### src/rtl/four_bit_rca.sv
// Registered 4-bit ripple-carry adder with carry, signed-overflow and zero flags.
// Optional macro FOUR_BIT_RCA_SUB_EN adds a Sub input that inverts B.
module four_bit_rca (
    input  logic       clk,
    input  logic       rst,
    input  logic       in_valid,
    input  logic [3:0] A,
    input  logic [3:0] B,
    input  logic       Cin,
`ifdef FOUR_BIT_RCA_SUB_EN
    input  logic       Sub,
`endif
    output logic [3:0] Sum,
    output logic       Cout,
    output logic       Ovf,
    output logic       Zero,
    output logic       out_valid
);

    logic [3:0] bmod_p0;
    logic [3:0] sum_p0;
    logic [4:0] carry_p0;

    // Stage p0: combinational ripple chain of four full-adder cells
    always_comb begin
`ifdef FOUR_BIT_RCA_SUB_EN
        bmod_p0 = Sub ? ~B : B;
`else
        bmod_p0 = B;
`endif
        carry_p0    = '0;
        sum_p0      = '0;
        carry_p0[0] = Cin;
        for (int i = 0; i < 4; i++) begin
            sum_p0[i]     = A[i] ^ bmod_p0[i] ^ carry_p0[i];
            carry_p0[i+1] = (A[i] & bmod_p0[i]) | (A[i] & carry_p0[i]) | (bmod_p0[i] & carry_p0[i]);
        end
    end

    // Stage p1: result registers; data holds when no valid operands arrive
    always_ff @(posedge clk) begin
        if (rst) begin
            Sum       <= 4'h0;
            Cout      <= 1'b0;
            Ovf       <= 1'b0;
            Zero      <= 1'b1;
            out_valid <= 1'b0;
        end else begin
            out_valid <= in_valid;
            if (in_valid) begin
                Sum  <= sum_p0;
                Cout <= carry_p0[4];
                Ovf  <= carry_p0[3] ^ carry_p0[4];
                Zero <= (sum_p0 == 4'h0);
            end
        end
    end

endmodule

### config.mk
export PLATFORM = sky130hd
export DESIGN_NAME = four_bit_rca
export DESIGN_NICKNAME = d
export VERILOG_FILES = /design/src/rtl/four_bit_rca.sv
export SDC_FILE = /design/constraint.sdc
export NUM_CORES = 1
export LEC_CHECK = 0
export CORE_AREA = 4 4 41 43
export DETAILED_ROUTE_END_ITERATION = 8
export DIE_AREA = 0 0 45 47
export PLACE_DENSITY = 0.69
export SYNTH_ARGS = -nofsm -noshare
export SYNTH_HDL_FRONTEND = slang
export SYNTH_SLANG_ARGS = --single-unit
### constraint.sdc
create_clock -name clk -period 3.8 [get_ports clk]
set_input_delay 0.95 -clock clk [delete_from_list [all_inputs] [get_ports clk]]
set_output_delay 0.95 -clock clk [all_outputs]
set_load 0.005 [all_outputs]
==> metrics.cfg <==
[setup_path]
cp-end-kind=flip-flop
r2r_cells=1
startpoint=A[0]
reg2reg_slack_ps=3070
cp.required_ps=3930
critPathLaunchType=input pin
cp-endpoint=Zero
r2r-end=Zero
cp_max_fo=2
reg2reg_from=Zero
crit_type=input pin to flip-flop
arrival_ps=3420

[layout]
diodes=0
drive_gt1_share_pct=9.26
fin_nets=72
area_delta_synth_final_pct=55.7
nFillCells=142

[floorplan]
start_util_pct=29.7
core_um2=1300
rows=13
die_w_um=45
dieHeight_um=47
ios=20
die_area_um2=2120

[timing]
relSlewSlack_pct=71.5
post-route-period-util_pct=86.6
rsz0062_at_grt=false
fin_skew_ps=0
drv_slew=0
finalHoldViolCount=0
worst_pin_slew_ps=427
fmax_ghz=0.304
fin_crit_ps=3290
tns_ps=0
holdWs_ps=488
setup_viol=0

[synthesis]
syn_avg_cell_area_um2=11.4
synth_edf_count=0
ys.flop_type=dfxtp_1
synthTopCellsByCount=8 x dfxtp_1, 5 x nor2_1, 4 x fa_1, 3 x inv_1, 3 x mux2i_1
yosysTopAreaCell=dfxtp_1
ys_ff_latch=8
ys_warn_count=0
syn_inst=34
synth_top_area_share_pct=41.4
netlist_area_um2=387
ys_seq_area_share_pct=41.4
async_flop_share_pct=0
synth_nets=50
ys_types=15
ys_top_cells_by_area=dfxtp_1 41%, fa_1 21%, mux2i_1 7.8%
yosys.cell_count.top_type=dfxtp_1

[cts]
clockBufferDepth=2
cts_inserted_buffers=3
cts.sinks=8
worstSkewPairLatency_ps=250
ctsResizeCount=0
clk_pin_slew_ps=50
cts-root-buf=clkbuf_4
htreeDepth=1
holdBufCountCts=0
cts_tree=yes
cts_setup_buffers=0

[detailed_routing]
drt_iter0_drc=1
final_antenna_net_count=0
vias_per_cell=4.45
wl_um=741
drcViolationCount=0
vias=307
routedWlPerCell_um=10.7
drt_first_pass_iters=2

[worst_hold_path]
worstHoldPathType=flip-flop to flip-flop

[global_route]
grt_pass1_vias=311
grt_usage_pct=8.76
grt_start_max_net_pins=12
grt_overflow_total=0
grt_pass1_wl_um=1260
antenna_found_initial=0

[power_and_ir_drop]
total_leakage_power_nw=0.251
power-per-cell-area_nw_per_um2=357
vdd_drop_max_v=0.000174

[job]
maxCapViolations=0

[placement]
gp_congestion=0.614
hpwl_um=623
port_buffers=19

[status]
status=finished clean

[per-layer routing]
layer	part of all wire (%)	track usage, %	wire [um]
met1	42	9.30	308
met2	49	13.3	365
met3	9.0	6.51	67
met4	0	3.51	0
met5	0	0	0
[worst min-delay path by stage]
stage	to	slack (ps)	startpoint	depth (start not counted)
floorplan	Cout	470	Cout	2
finish	Sum[3]	490	Sum[3]	2
global route	Cout	520	Cout	2
global placement	Sum[3]	470	Sum[3]	2
detailed placement	Sum[3]	480	Sum[3]	2
CTS	Cout	490	Cout	2
[worst max-delay path: stages]
cell             delay [ps]
clkdlybuf4s50_1         430
fa_1                    440
fa_1                    380
fa_1                    410
inv_1                    90
fa_1                    420
a221o_1                 300
[cell usage in the layout (no fill, tap or decap)]
master / n
a211oi_1: 2
xnor2_1: 1
mux2i_1: 3
fa_1: 4
nor2_1: 5
clkbuf_4: 3
a21o_1: 1
inv_2: 1
clkdlybuf4s50_1: 19
a221o_1: 1
inv_1: 3
nor3b_1: 1
dfxtp_1: 8
nor2b_2: 1
nor4b_1: 1
[area by class of cell]
type	count	area [um^2]	share of cell area, %
timing repair buffer	19	190	31.6
sequential	8	160	26.6
multi-input combinational	20	195	32.4
tap	15	18.8	3.12
clock buffer	3	22.5	3.74
inverter	4	15.0	2.49
[cell families (layout without fill, tap and decap cells)]
logic type                 count (synthesis)  in the layout  synth area share (%)
adders and majority gates                  4              4                  20.7
buffers and inverters                      6             26                  8.09
and+or+nand+nor                            8              8                  11.3
AOI/OAI and AO/OA                          4              4                  8.41
DFF                                        8              8                  41.4
xor gates and xnor gates                   1              1                  2.27
muxes                                      3              3                  7.77
[sequential cells by signal, indices dropped and copies added, names as in the netlist]
signal,flops
Cout,1
out_valid,1
Zero,1
Ovf,1
Sum,4
[stage by stage]
stage	utilization, %	worst slack (ps)	area [um^2]	power [mW]	std cells
after floorplan	-	756	387	0.124	34
after global placement	44.5	245	579	0.154	66
after detailed placement	44.5	224	579	0.155	66
after CTS	46.3	493	602	0.221	69
after global routing	46.3	406	602	0.230	69
final	46.3	510	602	0.215	69
[report_power, final]
| group | total (mW) | internal, mW | switching, mW |
|---|---|---|---|
| Combinational | 0.0568 | 0.0364 | 0.0203 |
| Clock | 0.0621 | 0.0360 | 0.0262 |
| Sequential | 0.0957 | 0.0919 | 0.00377 |
Power figures use the tool's default switching activity.
